--- src/rtl/load_tid_tracker_if.sv ---
// Load-unit / memory-response bundle for the outstanding-load tracker.
// Signal names keep the tracker's port names so both sides read the same.
interface load_tid_tracker_if #(
    parameter int XLEN        = 64,
    parameter int NR_ENTRIES  = 2,
    parameter int TID_WIDTH   = 2,
    parameter int SB_ID_WIDTH = 3
);
    localparam int OFF_W = $clog2(XLEN/8);
    localparam int CNT_W = $clog2(NR_ENTRIES+1);

    logic                   req_valid_i;
    logic                   req_ready_o;
    logic [SB_ID_WIDTH-1:0] req_trans_id_i;
    logic [OFF_W-1:0]       req_offset_i;
    logic [1:0]             req_size_i;
    logic                   req_signed_i;
    logic [TID_WIDTH-1:0]   req_tid_o;
    logic                   rsp_valid_i;
    logic [TID_WIDTH-1:0]   rsp_tid_i;
    logic [XLEN-1:0]        rsp_data_i;
    logic                   flush_i;
    logic                   wb_valid_o;
    logic [SB_ID_WIDTH-1:0] wb_trans_id_o;
    logic [XLEN-1:0]        wb_data_o;
    logic                   rsp_err_o;
    logic                   busy_o;
    logic [CNT_W-1:0]       count_o;

    modport slave (
        input  req_valid_i, req_trans_id_i, req_offset_i, req_size_i, req_signed_i,
        input  rsp_valid_i, rsp_tid_i, rsp_data_i, flush_i,
        output req_ready_o, req_tid_o, wb_valid_o, wb_trans_id_o, wb_data_o,
        output rsp_err_o, busy_o, count_o
    );

    modport master (
        output req_valid_i, req_trans_id_i, req_offset_i, req_size_i, req_signed_i,
        output rsp_valid_i, rsp_tid_i, rsp_data_i, flush_i,
        input  req_ready_o, req_tid_o, wb_valid_o, wb_trans_id_o, wb_data_o,
        input  rsp_err_o, busy_o, count_o
    );
endinterface

--- src/rtl/load_tid_tracker.sv ---
// Outstanding-load tracker: allocates a memory TID per load, matches out-of-order
// responses by TID and writes back aligned, extended data one cycle later.
module load_tid_tracker #(
    parameter int XLEN        = 64,
    parameter int NR_ENTRIES  = 2,
    parameter int TID_WIDTH   = 2,
    parameter int SB_ID_WIDTH = 3
) (
    input  logic               clk_i,
    input  logic               rst_i,
    load_tid_tracker_if.slave  bus
);
    localparam int OFF_W = $clog2(XLEN/8);
    localparam int CNT_W = $clog2(NR_ENTRIES+1);

    if ((2**TID_WIDTH) < NR_ENTRIES) begin : g_tid_check
        $error("TID_WIDTH too small for NR_ENTRIES");
    end

    // Shift the addressed bytes down, then zero- or sign-fill above the access size.
    function automatic logic [XLEN-1:0] extend_load(
        input logic [XLEN-1:0]  raw,
        input logic [OFF_W-1:0] off,
        input logic [1:0]       size,
        input logic             sgn
    );
        logic [XLEN-1:0]    sh;
        logic signed [7:0]  b;
        logic signed [15:0] h;
        logic signed [31:0] w;
        logic [XLEN-1:0]    res;
        sh = raw >> {off, 3'b000};
        b  = sh[7:0];
        h  = sh[15:0];
        w  = sh[31:0];
        case (size)
            2'd0:    res = sgn ? XLEN'(b) : XLEN'(sh[7:0]);
            2'd1:    res = sgn ? XLEN'(h) : XLEN'(sh[15:0]);
            2'd2:    res = sgn ? XLEN'(w) : XLEN'(sh[31:0]);
            default: res = sh;
        endcase
        return res;
    endfunction

    logic [NR_ENTRIES-1:0]  valid_q, valid_d;
    logic [NR_ENTRIES-1:0]  killed_q, killed_d;
    logic [SB_ID_WIDTH-1:0] sb_id_q [NR_ENTRIES];
    logic [SB_ID_WIDTH-1:0] sb_id_d [NR_ENTRIES];
    logic [OFF_W-1:0]       off_q   [NR_ENTRIES];
    logic [OFF_W-1:0]       off_d   [NR_ENTRIES];
    logic [1:0]             size_q  [NR_ENTRIES];
    logic [1:0]             size_d  [NR_ENTRIES];
    logic [NR_ENTRIES-1:0]  sgn_q, sgn_d;

    logic                   wb_valid_q, wb_valid_d;
    logic [SB_ID_WIDTH-1:0] wb_trans_id_q, wb_trans_id_d;
    logic [XLEN-1:0]        wb_data_q, wb_data_d;
    logic                   rsp_err_q, rsp_err_d;

    logic                   free_found;
    logic [TID_WIDTH-1:0]   free_idx;
    logic                   accept;
    logic                   rsp_match;
    logic                   sel_killed;
    logic [SB_ID_WIDTH-1:0] sel_id;
    logic [OFF_W-1:0]       sel_off;
    logic [1:0]             sel_size;
    logic                   sel_sgn;
    logic [CNT_W-1:0]       count;

    // Descending scan so the lowest free index is the one that sticks.
    always_comb begin
        free_found = 1'b0;
        free_idx   = '0;
        for (int i = NR_ENTRIES-1; i >= 0; i--) begin
            if (!valid_q[i]) begin
                free_found = 1'b1;
                free_idx   = TID_WIDTH'(i);
            end
        end
    end

    assign accept = bus.req_valid_i && free_found && !bus.flush_i;

    // Out-of-range TIDs never compare equal to a slot index, so they fall to the error path.
    always_comb begin
        rsp_match  = 1'b0;
        sel_killed = 1'b0;
        sel_id     = '0;
        sel_off    = '0;
        sel_size   = '0;
        sel_sgn    = 1'b0;
        for (int i = 0; i < NR_ENTRIES; i++) begin
            if (bus.rsp_valid_i && (bus.rsp_tid_i == TID_WIDTH'(i)) && valid_q[i]) begin
                rsp_match  = 1'b1;
                sel_killed = killed_q[i];
                sel_id     = sb_id_q[i];
                sel_off    = off_q[i];
                sel_size   = size_q[i];
                sel_sgn    = sgn_q[i];
            end
        end
    end

    always_comb begin
        valid_d  = valid_q;
        killed_d = killed_q;
        sb_id_d  = sb_id_q;
        off_d    = off_q;
        size_d   = size_q;
        sgn_d    = sgn_q;
        for (int i = 0; i < NR_ENTRIES; i++) begin
            if (bus.flush_i && valid_q[i]) killed_d[i] = 1'b1;
            if (bus.rsp_valid_i && (bus.rsp_tid_i == TID_WIDTH'(i)) && valid_q[i]) begin
                valid_d[i]  = 1'b0;
                killed_d[i] = 1'b0;
            end
            if (accept && (free_idx == TID_WIDTH'(i))) begin
                valid_d[i]  = 1'b1;
                killed_d[i] = 1'b0;
                sb_id_d[i]  = bus.req_trans_id_i;
                off_d[i]    = bus.req_offset_i;
                size_d[i]   = bus.req_size_i;
                sgn_d[i]    = bus.req_signed_i;
            end
        end
    end

    // A same-cycle flush squashes the matching response as well.
    always_comb begin
        wb_valid_d    = rsp_match && !sel_killed && !bus.flush_i;
        wb_trans_id_d = wb_trans_id_q;
        wb_data_d     = wb_data_q;
        if (wb_valid_d) begin
            wb_trans_id_d = sel_id;
            wb_data_d     = extend_load(bus.rsp_data_i, sel_off, sel_size, sel_sgn);
        end
        rsp_err_d = bus.rsp_valid_i && !rsp_match;
    end

    always_comb begin
        count = '0;
        for (int i = 0; i < NR_ENTRIES; i++) count = count + CNT_W'(valid_q[i]);
    end

    always_ff @(posedge clk_i) begin
        if (rst_i) begin
            valid_q       <= '0;
            killed_q      <= '0;
            wb_valid_q    <= 1'b0;
            wb_trans_id_q <= '0;
            wb_data_q     <= '0;
            rsp_err_q     <= 1'b0;
        end else begin
            valid_q       <= valid_d;
            killed_q      <= killed_d;
            wb_valid_q    <= wb_valid_d;
            wb_trans_id_q <= wb_trans_id_d;
            wb_data_q     <= wb_data_d;
            rsp_err_q     <= rsp_err_d;
        end
    end

    // Per-slot payload is only meaningful while its valid bit is set.
    always_ff @(posedge clk_i) begin
        sb_id_q <= sb_id_d;
        off_q   <= off_d;
        size_q  <= size_d;
        sgn_q   <= sgn_d;
    end

    always_ff @(posedge clk_i) begin
        if (!rst_i) assert (count <= CNT_W'(NR_ENTRIES));
    end

    assign bus.req_ready_o   = free_found && !bus.flush_i;
    assign bus.req_tid_o     = free_idx;
    assign bus.wb_valid_o    = wb_valid_q;
    assign bus.wb_trans_id_o = wb_trans_id_q;
    assign bus.wb_data_o     = wb_data_q;
    assign bus.rsp_err_o     = rsp_err_q;
    assign bus.count_o       = count;
    assign bus.busy_o        = (count != '0);
endmodule

--- src/flat_wrapper.sv ---
// flat-port wrapper written by rule: the top's interface ports become plain ports
module load_tid_tracker_flat 
#(
    parameter int XLEN        = 64,
    parameter int NR_ENTRIES  = 2,
    parameter int TID_WIDTH   = 2,
    parameter int SB_ID_WIDTH = 3
)
  (clk_i, rst_i, bus_req_valid_i, bus_req_trans_id_i, bus_req_offset_i, bus_req_size_i, bus_req_signed_i, bus_rsp_valid_i, bus_rsp_tid_i, bus_rsp_data_i, bus_flush_i, bus_req_ready_o, bus_req_tid_o, bus_wb_valid_o, bus_wb_trans_id_o, bus_wb_data_o, bus_rsp_err_o, bus_busy_o, bus_count_o);
  load_tid_tracker_if #(.XLEN(XLEN), .NR_ENTRIES(NR_ENTRIES), .TID_WIDTH(TID_WIDTH), .SB_ID_WIDTH(SB_ID_WIDTH)) bus_i ();
  input  logic clk_i;
  input  logic rst_i;
  input wire logic [$bits(bus_i.req_valid_i)-1:0] bus_req_valid_i;
  input wire logic [$bits(bus_i.req_trans_id_i)-1:0] bus_req_trans_id_i;
  input wire logic [$bits(bus_i.req_offset_i)-1:0] bus_req_offset_i;
  input wire logic [$bits(bus_i.req_size_i)-1:0] bus_req_size_i;
  input wire logic [$bits(bus_i.req_signed_i)-1:0] bus_req_signed_i;
  input wire logic [$bits(bus_i.rsp_valid_i)-1:0] bus_rsp_valid_i;
  input wire logic [$bits(bus_i.rsp_tid_i)-1:0] bus_rsp_tid_i;
  input wire logic [$bits(bus_i.rsp_data_i)-1:0] bus_rsp_data_i;
  input wire logic [$bits(bus_i.flush_i)-1:0] bus_flush_i;
  output wire logic [$bits(bus_i.req_ready_o)-1:0] bus_req_ready_o;
  output wire logic [$bits(bus_i.req_tid_o)-1:0] bus_req_tid_o;
  output wire logic [$bits(bus_i.wb_valid_o)-1:0] bus_wb_valid_o;
  output wire logic [$bits(bus_i.wb_trans_id_o)-1:0] bus_wb_trans_id_o;
  output wire logic [$bits(bus_i.wb_data_o)-1:0] bus_wb_data_o;
  output wire logic [$bits(bus_i.rsp_err_o)-1:0] bus_rsp_err_o;
  output wire logic [$bits(bus_i.busy_o)-1:0] bus_busy_o;
  output wire logic [$bits(bus_i.count_o)-1:0] bus_count_o;
  assign bus_i.req_valid_i = bus_req_valid_i;
  assign bus_i.req_trans_id_i = bus_req_trans_id_i;
  assign bus_i.req_offset_i = bus_req_offset_i;
  assign bus_i.req_size_i = bus_req_size_i;
  assign bus_i.req_signed_i = bus_req_signed_i;
  assign bus_i.rsp_valid_i = bus_rsp_valid_i;
  assign bus_i.rsp_tid_i = bus_rsp_tid_i;
  assign bus_i.rsp_data_i = bus_rsp_data_i;
  assign bus_i.flush_i = bus_flush_i;
  assign bus_req_ready_o = bus_i.req_ready_o;
  assign bus_req_tid_o = bus_i.req_tid_o;
  assign bus_wb_valid_o = bus_i.wb_valid_o;
  assign bus_wb_trans_id_o = bus_i.wb_trans_id_o;
  assign bus_wb_data_o = bus_i.wb_data_o;
  assign bus_rsp_err_o = bus_i.rsp_err_o;
  assign bus_busy_o = bus_i.busy_o;
  assign bus_count_o = bus_i.count_o;
  load_tid_tracker #(.XLEN(XLEN), .NR_ENTRIES(NR_ENTRIES), .TID_WIDTH(TID_WIDTH), .SB_ID_WIDTH(SB_ID_WIDTH)) u_core (.clk_i(clk_i), .rst_i(rst_i), .bus(bus_i));
endmodule
--- config.mk ---
export PLATFORM = sky130hd
export DESIGN_NAME = load_tid_tracker_flat
export DESIGN_NICKNAME = d
export VERILOG_FILES = /design/src/rtl/load_tid_tracker_if.sv /design/src/rtl/load_tid_tracker.sv /design/src/flat_wrapper.sv
export SDC_FILE = /design/constraint.sdc
export NUM_CORES = 1
export LEC_CHECK = 0
export CORE_UTILIZATION = 48
export DETAILED_ROUTE_END_ITERATION = 8
export PLACE_DENSITY = 0.86
export REMOVE_ABC_BUFFERS = 1
export SYNTH_ARGS = -nofsm -noshare
export SYNTH_HDL_FRONTEND = slang
export SYNTH_SLANG_ARGS = --single-unit
--- constraint.sdc ---
create_clock -name clk_i -period 3.15 [get_ports clk_i]
set_input_delay 0.63 -clock clk_i [delete_from_list [all_inputs] [get_ports clk_i]]
set_output_delay 0.63 -clock clk_i [all_outputs]
set_load 0.01 [all_outputs]
==> flow_results.org, run 1 <==
** STA
- RSZ-0062 raised after global routing :: no
- Number of pins with negative max-slew slack in the final report :: 0
- Part of the cycle the worst path needs :: 94.6%
- The clock arrives with 15.5 ps of skew.
- Timing would allow up to 0.335 GHz.
- Worst max-slew margin expressed relative to the limit :: 62.3%
- Slew at the pin closest to its max-slew limit :: 565 ps
- The count of endpoints failing hold in the final timing report is 0.
- PnR worst setup slack :: 169 ps
- The worst path in the final design needs a cycle of 2980 ps, including I/O delays and setup.
- Setup Viol. Count Final :: 0

** Drt
- The detail route stage leaves a number of antenna-violating nets equal to 0.
- Via count :: 5694
- DR iter-0 viols :: 446
- Highest metal used :: met4
- Routed met1 length :: 7060 um
- After detailed routing, the average wire length per cell comes to 19.5 um.
- For this block, the routed nets add up to 18000 um of wire.
- Vias per cell :: 6.16
- Before antenna repair, the detailed router went through 5 iterations.
- Met3 wirelength from detailed routing :: 1750 um
- Detailed route wirelength on metal2 :: 8500 um
- Residual DRC :: 0

** Global routing
- Pin count of the biggest net entering global routing :: 82
- For this run the aggregate overflow at the end of global routing stands at 0.
- Global routing used 32.5% of the available tracks across all layers.
- The via count of the first global-routing pass was 5624.
- The first global-routing pass estimated 28500 um of wire.
- Number of antenna violations at the first check in global routing :: 0

** Floorplanning
- Horizontal extent of the die :: 106 um
- Placeable core region :: 10400 um2
- The floorplan step defined a die boundary enclosing 11300 um2.
- The floorplan has 37 rows.
- The die is 106 um tall.
- 155 I/O pins were placed.
- Starting density of the core :: 50.0%

** Placed design
- Worst setup slack after placement :: -161 ps
- Detailed placement HPWL :: 13300 um
- After detailed placement, the total cell area comes to 7230 um2.
- Count of port buffers added during placement :: 153
- At the end of routability-driven placement, the weighted congestion stood at 0.973.

** Setup path
- Critical-path top delay cell :: sky130_fd_sc_hd__clkdlybuf4s50_1
- Critical Path End Type :: register
- Most used cell along the critical path :: sky130_fd_sc_hd__buf_4
- Critical path class :: input pin to register
- At the worst endpoint, the arrival time is 3220 ps.
- For this run, the slowest stage of the critical path takes 460 ps.
- Delay-heaviest family, CP :: buffers and inverters
- STA classifies the critical path startpoint as an input pin.
- Crit Path Max Fanout :: 9
- Cell chain of the critical path :: clkdlybuf4s50_1 -> and4bb_1 -> a22o_1 -> buf_4 -> mux2i_1 -> a22oi_1 -> mux2_2 -> a21oi_2 -> buf_4 -> a211oi_1
- For the worst setup path, the data required time is 3390 ps.
- Counting both buffers and inverters, the worst setup path holds a total of 3.

** Yosys
- Counting every instance in the synthesized netlist gives 604.
- Async set or reset register ratio after synthesis :: 0%
- Synth Area in Adders :: 0.720%
- Dominant combinational cell family by area after synthesis :: compound AO/OA/AOI/OAI gates
- Yosys mapped a number of flops with a built-in enable equal to 18.
- Predominant post-synthesis flop cell :: sky130_fd_sc_hd__dfxtp_1
- Sequential-to-total area share from yosys stat :: 38.4%
- In the synthesized netlist, mux cells make up 8.89% of the area.
- Number of distinct library cell variants in the gate-level netlist after synthesis :: 54
- Syn_area_per_cell :: 8.63 um2
- Mapped Area :: 5210 um2
- Synthesized-area fraction occupied by ao, oa, aoi and oai cells :: 24.9%
- Xor and xnor area share after synthesis :: 0%
- The synthesized design contains 91 register bits.
- For this run, the number of Yosys warnings is 0.
- Synth Area in Simple Gates :: 21.4%

** Power and ir drop
- Net switching is 24.4% of the power.
- Combinational power share :: 14.8%
- In this run, flip-flops and latches consume 49.5% of the power.
- Total chip power :: 2.48 mW
- Net switching power :: 0.605 mW
- Across the VDD grid, the largest voltage drop is 0.273 mV.
- Internal :: 1.87 mW
- Dividing total power by cell area gives a power density of 333 nW/um2.
- Clock group share of total power :: 35.7%
- Summed over all cells, the static leakage comes to 2.66 nW.

** Run
- The tool flagged a number of max-cap violations equal to 0.

** Clock tree
- No sink is reached through more buffers than the 2 on the longest clock path.
- Clock tree from TritonCTS :: done
- After clock tree synthesis, the setup repair step added 0 buffers.
- Clock network latency to the later pin of the worst-skew pair :: 360 ps
- Clock transition at the registers of the reported paths :: 90 ps
- CTS built an H-tree with a depth of 3.
- Hold Buf Count CTS :: 0
- The root buffer cell chosen for the clock tree is sky130_fd_sc_hd__clkbuf_8.
- Post-CTS repair changed the size of 0 cells.
- The number of clock buffers added by TritonCTS is 9.
- The tree built by TritonCTS fans out to 91 sinks.

** Finish
- Compared with the post-synthesis result, the final layout area differs by 42.9%.
- Fraction of final layout cells with drive strength greater than 1 :: 17.0%
- The library cell used most frequently in the layout, excluding fill and tap cells, is sky130_fd_sc_hd__clkdlybuf4s50_1.
- Cells fill 71.5% of the core in the end.
- The number of antenna diodes in the final layout is 0.
- The net count of the finished layout is 867.
- Most frequent cells in the layout :: sky130_fd_sc_hd__clkdlybuf4s50_1 (152), sky130_fd_sc_hd__nand2_1 (113), sky130_fd_sc_hd__nor2_1 (79)
- With fillers left out, the area of the finished cells amounts to 7440 um2.

** Run status
- The run finished with clean final reports.

** Worst hold path
- The min-delay analysis places its worst path in the category register to register.
## routing by layer
layer	vias to the layer above	track usage [%]
met5	-	0
met4	0	16.1
met3	71	5.40
met2	357	52.1
met1	2720	42.3
li1	2546	-
## synthesized netlist by cell type (all sizes together), types with 3 or more instances
cell type | number | area (um2)
edfxtp | 18 | 541
and2 | 3 | 18.8
a32oi | 8 | 70.1
nor3 | 10 | 50.1
nand3 | 15 | 75.1
nand2b | 9 | 56.3
mux2i | 44 | 440
a22oi | 9 | 82.6
o21ai | 14 | 70.1
a211oi | 50 | 546
nor4 | 3 | 33.8
ha | 3 | 37.5
and3 | 10 | 62.6
nand2 | 113 | 424
dfxtp | 73 | 1460
a311oi | 14 | 129
nor2 | 80 | 308
a221o | 3 | 30.0
inv | 4 | 15.0
clkbuf | 29 | 109
o22ai | 14 | 87.6
buf | 23 | 171
a21oi | 29 | 149
## cell type report
| type | count | area (um2) |
|---|---|---|
| Clock inverter | 4 | 73.8 |
| Tap cell | 136 | 170 |
| Sequential cell | 91 | 2000 |
| Timing Repair Buffer | 221 | 2110 |
| Fill cell | 792 | 2970 |
| Inverter | 4 | 15.0 |
| Clock buffer | 12 | 145 |
| Multi-Input combinational cell | 457 | 2930 |
## tightest hold or removal path, cell delays in order (launching register included)
cell and delay [ps]:
sky130_fd_sc_hd__dfxtp_1 320, sky130_fd_sc_hd__nor2_1 90, sky130_fd_sc_hd__a311oi_1 50
## cell families after synthesis
| logic type | Yosys count |
|---|---|
| buffers and inverters | 56 |
| adders and majority gates | 3 |
| other | 1 |
| AOI/OAI and AO/OA | 154 |
| muxes | 46 |
| and+or+nand+nor | 253 |
| DFF | 91 |
## registers in the layout (all words and copies together) (netlist names)
name	flops
u_core.valid_q	2
u_core.bus.wb_data_o	64
u_core.sb_id_q	6
u_core.bus.wb_valid_o	1
u_core.killed_q	2
u_core.bus.wb_trans_id_o	3
u_core.sgn_q	2
u_core.off_q	6
u_core.bus.rsp_err_o	1
u_core.size_q	4
## per-stage QoR
stage / std cells / hold slack, ps / TNS (ps)
after floorplan: 552 / 485 / -98940
after global routing: 925 / 515 / 0
after global placement: 909 / 481 / -1830
final: 925 / 502 / 0
after CTS: 925 / 502 / 0
after detailed placement: 909 / 488 / -4770
## path summary, 6_finish.rpt
kind | from | end | slack [ps] | cells past startpoint
worst max-delay path | bus_rsp_tid_i[0] | u_core.bus.wb_data_o[15] | 170 | 10
worst min-delay path | u_core.bus.wb_data_o[25] | u_core.bus.wb_data_o[25] | 500 | 2
worst min register to register | u_core.bus.wb_data_o[25] | u_core.bus.wb_data_o[25] | 500 | 2
worst max register to register | u_core.valid_q[0] | u_core.bus.wb_data_o[15] | 510 | 9
## power groups by stage
stage               registers, mW  clock network, mW  logic (mW)
finish                       1.23              0.884       0.368
global route                 1.23              0.946       0.389
CTS                          1.23              0.889       0.362
detailed placement           1.25                  0       0.359
global placement             1.25                  0       0.350
floorplan                    1.25                  0       0.120
Note: power is estimated with default switching activity, not from simulation.
==> run 2: changes to the inputs <==
--- a/config.mk
+++ b/config.mk
@@ -5,9 +5,9 @@
 export SDC_FILE = /design/constraint.sdc
 export NUM_CORES = 1
 export LEC_CHECK = 0
-export CORE_UTILIZATION = 48
+export CORE_UTILIZATION = 45
 export DETAILED_ROUTE_END_ITERATION = 8
-export PLACE_DENSITY = 0.86
+export PLACE_DENSITY = 0.82
 export REMOVE_ABC_BUFFERS = 1
 export SYNTH_ARGS = -nofsm -noshare
 export SYNTH_HDL_FRONTEND = slang
==> flow_results.org, run 2 (same netlist as run 1, synthesis figures left out) <==
** Clock tree
- The number of clock buffers added by TritonCTS is 9.
- Count of buffers added by post-CTS timing repair for setup :: 0
- Clock tree synthesis found a total of 91 sinks.
- TritonCTS built the clock tree.
- Clock transition at the registers of the reported paths :: 70 ps
- At the later pin of the worst-skew pair, clock insertion delay measures 350 ps.
- CTS built an H-tree with a depth of 3.
- Post-CTS Resized :: 0
- After clock tree synthesis, the flow added hold-fix buffers numbering 0.
- Maximum buffer depth of the clock tree :: 2
- CTS Root Cell :: sky130_fd_sc_hd__clkbuf_16

** Setup path
- Critical Path End Type :: register
- Of all nets on the critical path, the largest fanout is 10.
- CP arrival :: 3290 ps
- Launching point of the worst reg2reg path :: u_core.valid_q[1]
- The critical path in this run is classified as input pin to register.
- For the worst setup path, the data required time is 3420 ps.
- Crit path launch type :: input pin
- Startpoint of the most critical setup path :: bus_rsp_valid_i

** Placed design
- Timing analysis after detailed placement gives a worst setup slack of -165 ps.
- Weighted congestion reported at the end of routability-driven placement :: 0.981
- Post-place instance area :: 7150 um2
- Detailed placement HPWL :: 12800 um
- In this run the tool buffered the top-level ports with 153 buffer cells.
- Cell total after placement :: 903

** Drt
- Number of nets still failing antenna checks after routing :: 0
- Length of the first detailed-routing pass in iterations :: 5
- Residual DRC :: 0
- In the final routed layout, each cell accounts on average for 19.2 um.
- Vias per cell :: 6.04
- DR iter-0 viols :: 469
- For this block, the via count after detailed routing is 5547.
- The routed design has 17600 um of wire.

** Finish
- Most frequent cells in the layout :: sky130_fd_sc_hd__clkdlybuf4s50_1 (152), sky130_fd_sc_hd__nand2_1 (113), sky130_fd_sc_hd__nor2_1 (79)
- For this run, the post-layout net count is 857.
- Most frequent standard cell in the layout excluding fill and tap cells :: sky130_fd_sc_hd__clkdlybuf4s50_1
- Diode count :: 0
- The register with the most flip-flops in the layout has 64 of them.
- The finished layout holds 919 standard cells, fillers aside.
- Fraction of final layout cells with drive strength greater than 1 :: 15.8%
- Counting the fill cells in the layout gives 902.
- Relative area change from synthesis to final layout :: 43.1%
- Once layout is done, the placed cells without fillers occupy 7460 um2.

** Power and ir drop
- Worst vdd rail ir drop :: 0.249 mV
- The analysis attributes to cell leakage a power of 2.64 nW.
- Sequential cells burn 45.0% of the power.
- Net switching is 23.4% of the power.
- Internal power comes to 2.09 mW.
- In this run the power spent charging and discharging nets is 0.637 mW.
- Power density normalized to cell area :: 366 nW/um2
- Of the total power, the clock network draws 41.9%.
- Combinational power share :: 13.1%
- Overall power consumption after layout is estimated at 2.73 mW.

** Run status
- The flow ran to the end, and the final reports show no timing, DRC or antenna violations.

** STA
- Setup violations remaining at the end of the flow were counted as 0.
- Worst-case hold slack :: 501 ps
- Setup slack on the critical path of the routed design comes to 121 ps.
- Slew at the pin closest to its max-slew limit :: 983 ps
- Number of pins with negative max-slew slack in the final report :: 0
- For the finished layout, the period the worst path requires is 3030 ps.
- RSZ-0062 raised after global routing :: no
- Of the available clock period, the critical path in the final layout requires 96.2%.
- Worst max-slew margin expressed relative to the limit :: 34.4%
- Final hold vios :: 0
- Max Fclk :: 0.330 GHz
- Between clock sinks in the finished design, the worst skew comes to 7.32 ps.

** Global routing
- GRT Total Usage :: 29.4%
- The number of antenna violations at the first check in global routing is 0.
- Summed over all layers, the global routing overflow is 0.
- The via count of the first global-routing pass was 5267.
- Pin count of the biggest net entering global routing :: 74
- The first global-routing pass estimated 26700 um of wire.

** Floorplanning
- Overall die area :: 12000 um2
- Placeable core region :: 11100 um2
- The floorplan step set the die width to 110 um.
- For this configuration, the core starts out at a cell density of 47.0%.
- FP Rows :: 38
- In this run the vertical extent of the chip is 110 um.
- Number of top-level pins :: 155

** Worst hold path
- The path class of the tightest hold or removal check is register to register.
- The worst hold path begins at u_core.bus.wb_data_o[2].

** Run
- The tool flagged a number of max-cap violations equal to 0.
==> run 2: cell types whose count changed in the layout (fill, tap and decap cells not counted) <==
cell	previous run	this run
sky130_fd_sc_hd__a22o_1	1	0
sky130_fd_sc_hd__a22o_2	1	2
sky130_fd_sc_hd__buf_12	6	5
sky130_fd_sc_hd__buf_2	1	0
sky130_fd_sc_hd__buf_4	62	54
sky130_fd_sc_hd__clkbuf_1	2	1
sky130_fd_sc_hd__clkbuf_16	0	9
sky130_fd_sc_hd__clkbuf_8	10	0
sky130_fd_sc_hd__clkinv_1	0	3
sky130_fd_sc_hd__clkinv_4	0	1
sky130_fd_sc_hd__clkinvlp_4	1	0
sky130_fd_sc_hd__inv_4	1	0
==> run 2: final cells by class <==
type                       instances  area (um2)  area share, %
clock buffer                      10         229           3.07
clock inverter                     6        80.1           1.07
inverter                           4        15.0          0.201
multi-input combinational        457        2930           39.3
sequential                        91        2000           26.9
tap                              140         175           2.35
timing repair buffer             211        2030           27.2
==> run 2: power by group through the flow <==
stage | clock network (mW) | logic [mW] | registers, mW
after floorplan | 0 | 0.120 | 1.25
after global placement | 0 | 0.341 | 1.25
after detailed placement | 0 | 0.348 | 1.25
after CTS | 1.14 | 0.351 | 1.23
after global routing | 1.20 | 0.379 | 1.23
final | 1.14 | 0.356 | 1.23
==> run 2: layer usage <==
metal	share of wire [%]	wire length [um]	track usage, %
met1	41	7230	38.3
met2	46	8140	46.4
met3	9.2	1630	5.51
met4	3.6	626	15.3
met5	0	0	0
==> run 2: path summary, 6_finish.rpt <==
path                                   end  slack, ps  cells past startpoint
setup reg to reg  u_core.bus.wb_data_o[58]        530                     10
setup / recovery  u_core.bus.wb_data_o[58]        120                     11
hold reg to reg    u_core.bus.wb_data_o[2]        500                      2
hold / removal     u_core.bus.wb_data_o[2]        500                      2
==> run 2: critical path, cell delays in order <==
cell                              delay, ps
sky130_fd_sc_hd__clkdlybuf4s50_1        530
sky130_fd_sc_hd__and4b_1                360
sky130_fd_sc_hd__buf_4                  230
sky130_fd_sc_hd__and2_1                 160
sky130_fd_sc_hd__buf_4                  110
sky130_fd_sc_hd__a31oi_1                 70
sky130_fd_sc_hd__a211oi_2               450
sky130_fd_sc_hd__and3_1                 280
sky130_fd_sc_hd__buf_4                  170
sky130_fd_sc_hd__nand2_1                 80
sky130_fd_sc_hd__a211oi_2               230
==> run 2: per-stage QoR <==
stage	utilization [%]	TNS, ps
after floorplan	-	-98940
after global routing	67.3	0
after CTS	67.3	0
final	67.3	0
after global placement	64.5	-3640
after detailed placement	64.5	-7060
==> run 3: changes to the inputs <==
--- a/config.mk
+++ b/config.mk
@@ -8,6 +8,7 @@
 export CORE_UTILIZATION = 45
 export DETAILED_ROUTE_END_ITERATION = 8
 export PLACE_DENSITY = 0.82
+export RECOVER_POWER = 50
 export REMOVE_ABC_BUFFERS = 1
 export SYNTH_ARGS = -nofsm -noshare
 export SYNTH_HDL_FRONTEND = slang
==> constraint.sdc (replaced) <==
create_clock -name clk_i -period 3.15 [get_ports clk_i]
set_input_delay 0.63 -clock clk_i [delete_from_list [all_inputs] [get_ports clk_i]]
set_output_delay 0.63 -clock clk_i [all_outputs]
set_load 0.005 [all_outputs]
==> flow_results.org, run 3 (same netlist as run 1, synthesis figures left out) <==
** Run status
- Run status :: completed

** STA
- Part of the cycle the worst path needs :: 96.0%
- Clock Skew :: 7.74 ps
- Derived from the worst setup path, the maximum achievable clock frequency is 0.331 GHz.
- Setup Viol. Count Final :: 0
- Subtracting the final worst setup slack from the clock period gives 3020 ps.
- For the pin with the worst max-slew slack, the measured transition is 991 ps.
- RSZ-0062 raised after global routing :: no
- In this run the tightest slew margin relative to its limit is 33.9%.
- PnR worst setup slack :: 126 ps
- Number of pins with negative max-slew slack in the final report :: 0
- Final hold vios :: 0

** Worst hold path
- In this run the most critical hold path is launched from u_core.bus.wb_data_o[6].
- Hold/Removal Path Class :: register to register
- Hold worst-path end :: u_core.bus.wb_data_o[6]
- The worst hold path was traced through 2 stages.

** Power and ir drop
- For this design the static power due to leakage is 2.86 nW.
- The analysis attributes to net switching a power of 0.626 mW.
- Per report_power, the combinational group accounts for 12.6% of the total.
- Power comes to 2.71 mW.
- The internal power of the cells totals 2.08 mW.
- Seq pwr share :: 45.3%
- Net switching is 23.1% of the power.
- The share of total power dissipated in the clock network is 42.1%.
- Worst vdd rail ir drop :: 0.247 mV
- Dividing total power by cell area gives a power density of 363 nW/um2.

** Setup path
- Tracing the worst setup path back leads to its startpoint at bus_rsp_tid_i[1].
- The worst setup path is of the input pin to register kind.
- CP required :: 3390 ps
- Cell chain of the critical path :: clkdlybuf4s50_1 -> and4bb_1 -> a22oi_2 -> buf_4 -> nand2_1 -> a22oi_1 -> nand2b_1 -> buf_4 -> nand4_2 -> buf_4 -> a311oi_1
- Launching point of the worst reg2reg path :: u_core.valid_q[1]
- Crit Path Max Fanout :: 11
- The largest single stage delay on the critical path is 500 ps.
- Among the stages of the critical path, the cell type that occurs most often is sky130_fd_sc_hd__buf_4.
- Crit path launch type :: input pin
- Critical Path End Type :: register
- Across all register-to-register paths, the minimum setup slack is 560 ps.
- In this run the critical register-to-register path is captured at u_core.bus.wb_data_o[58].
- CP arrival :: 3260 ps
- For the worst flop-to-flop path, the logic depth is 10.
- Critical-path top delay cell :: sky130_fd_sc_hd__clkdlybuf4s50_1

** Global routing
- Number of global-route vias before repair :: 5267
- The first global-routing pass estimated 26700 um of wire.
- Pin count of the biggest net entering global routing :: 74
- Summed over all layers, the global routing overflow is 0.
- The number of antenna violations at the first check in global routing came to 0.
- GRT Total Usage :: 29.4%

** Floorplanning
- Horizontal extent of the die :: 110 um
- FP Rows :: 38
- Floorplan die height :: 110 um
- The initial utilization of the core area, before any placement, comes to 47.0%.
- Number of top-level pins :: 155
- The die covers 12000 um2.
- Placeable core region :: 11100 um2

** Finish
- The register with the most flip-flops in the layout has 64 of them.
- Area of all sequential standard cells :: 2000 um2
- Relative to the synthesized area, the layout overhead comes to 43.0%.
- After filler insertion, the fill cell instance count of the layout stands at 902.
- For this run, the post-layout net count is 857.
- The repair_antennas step left the layout with diodes totalling 0.
- Summing all multi-input logic gate instances after layout gives 2930 um2.
- Leaving out fill and tap cells, the most frequent cell in the layout is sky130_fd_sc_hd__nand2_1.
- Fraction of final layout cells with drive strength greater than 1 :: 15.7%
- In the layout the commonest cells are sky130_fd_sc_hd__nand2_1 (113), sky130_fd_sc_hd__nor2_1 (79), sky130_fd_sc_hd__clkdlybuf4s50_1 (79).
- The count of cells in the finished layout, fillers not included, comes to 919.

** Run
- Max-cap violations in this run came to 0.

** Clock tree
- In this run, post-CTS repair resized a total of 0 instances.
- Clock network latency to the later pin of the worst-skew pair :: 350 ps
- Number of H-tree levels :: 3
- Clock tree synthesis inserted a total of 9 buffers.
- CTS Root Cell :: sky130_fd_sc_hd__clkbuf_16
- Clock-pin slew was measured on the worst setup and hold paths at 60 ps.
- TritonCTS built the clock tree.
- Maximum buffer depth of the clock tree :: 2
- Count of buffers added by post-CTS timing repair for setup :: 0
- Number of sinks handled by clock tree synthesis :: 91
- Hold Buf Count CTS :: 0

** Drt
- After detailed routing, the average wire length per cell comes to 19.1 um.
- Wires add up to 17600 um.
- Vias per cell :: 5.96
- After the first detailed-routing iteration, the DRC count stood at 485.
- Number of nets still failing antenna checks after routing :: 0
- Residual DRC :: 0
- Summing over every cut layer, the via total after detailed routing is 5481.
- The pre-antenna-repair detailed-routing pass consisted of 7 iterations.

** Placed design
- Count of port buffers added during placement :: 153
- Worst setup slack after placement :: -165 ps
- After legalization and detailed placement, the total HPWL measured 12800 um.
- The congestion estimate from routability-driven global placement came to 0.981.
- Cell total after placement :: 903
[run 3: cell count changes in the layout (fill, tap and decap cells not counted)]
cell                              before  now
sky130_fd_sc_hd__buf_4                54   53
sky130_fd_sc_hd__clkbuf_1              1    2
sky130_fd_sc_hd__clkdlybuf4s50_1     152   79
sky130_fd_sc_hd__dlygate4sd3_1         0   73
[run 3: power groups by stage]
| stage | combinational, mW | sequential, mW | clock, mW |
|---|---|---|---|
| CTS | 0.344 | 1.23 | 1.14 |
| global placement | 0.334 | 1.25 | 0 |
| finish | 0.341 | 1.23 | 1.14 |
| floorplan | 0.118 | 1.25 | 0 |
| global route | 0.365 | 1.23 | 1.20 |
| detailed placement | 0.341 | 1.25 | 0 |
[run 3: through the flow]
step	setup TNS, ps	hold slack (ps)	utilization [%]	area (um2)
6_report	0	497	67.3	7450
2_1_floorplan	-98940	484	-	4930
4_1_cts	0	502	67.3	7460
3_5_place_dp	-7060	494	64.5	7150
5_1_grt	0	512	67.3	7450
3_3_place_gp	-3640	486	64.5	7150
[run 3: cell type report]
cell class	instances	share of cell area [%]
Tap cell	140	2.35
Clock buffer	10	3.07
Inverter	4	0.201
Timing Repair Buffer	211	27.1
Sequential cell	91	26.9
Multi-Input combinational cell	457	39.3
Clock inverter	6	1.07
[run 3: worst max-delay path by stage]
stage	end	slack (ps)	cells after the start
after floorplan	u_core.bus.wb_data_o[63]	-1650	6
after global placement	u_core.bus.wb_data_o[9]	-100	10
after detailed placement	u_core.bus.wb_data_o[35]	-170	9
after CTS	u_core.bus.wb_data_o[23]	170	11
after global routing	u_core.bus.wb_data_o[23]	20	11
final	u_core.bus.wb_data_o[23]	130	11
[run 3: critical path: cells and delay by family]
family,cells,cell delay (ps)
AND/OR/NAND/NOR,4,670
buffers and inverters,4,1060
AO/OA/AOI/OAI,3,880
[run 3: layer usage]
| metal | up-vias | share of wire [%] | track usage, % |
|---|---|---|---|
| met4 | 0 | 3.2 | 15.3 |
| met3 | 55 | 8.5 | 5.51 |
| li1 | 2529 | - | - |
| met5 | - | 0 | 0 |
| met1 | 2589 | 42 | 38.3 |
| met2 | 308 | 47 | 46.4 |
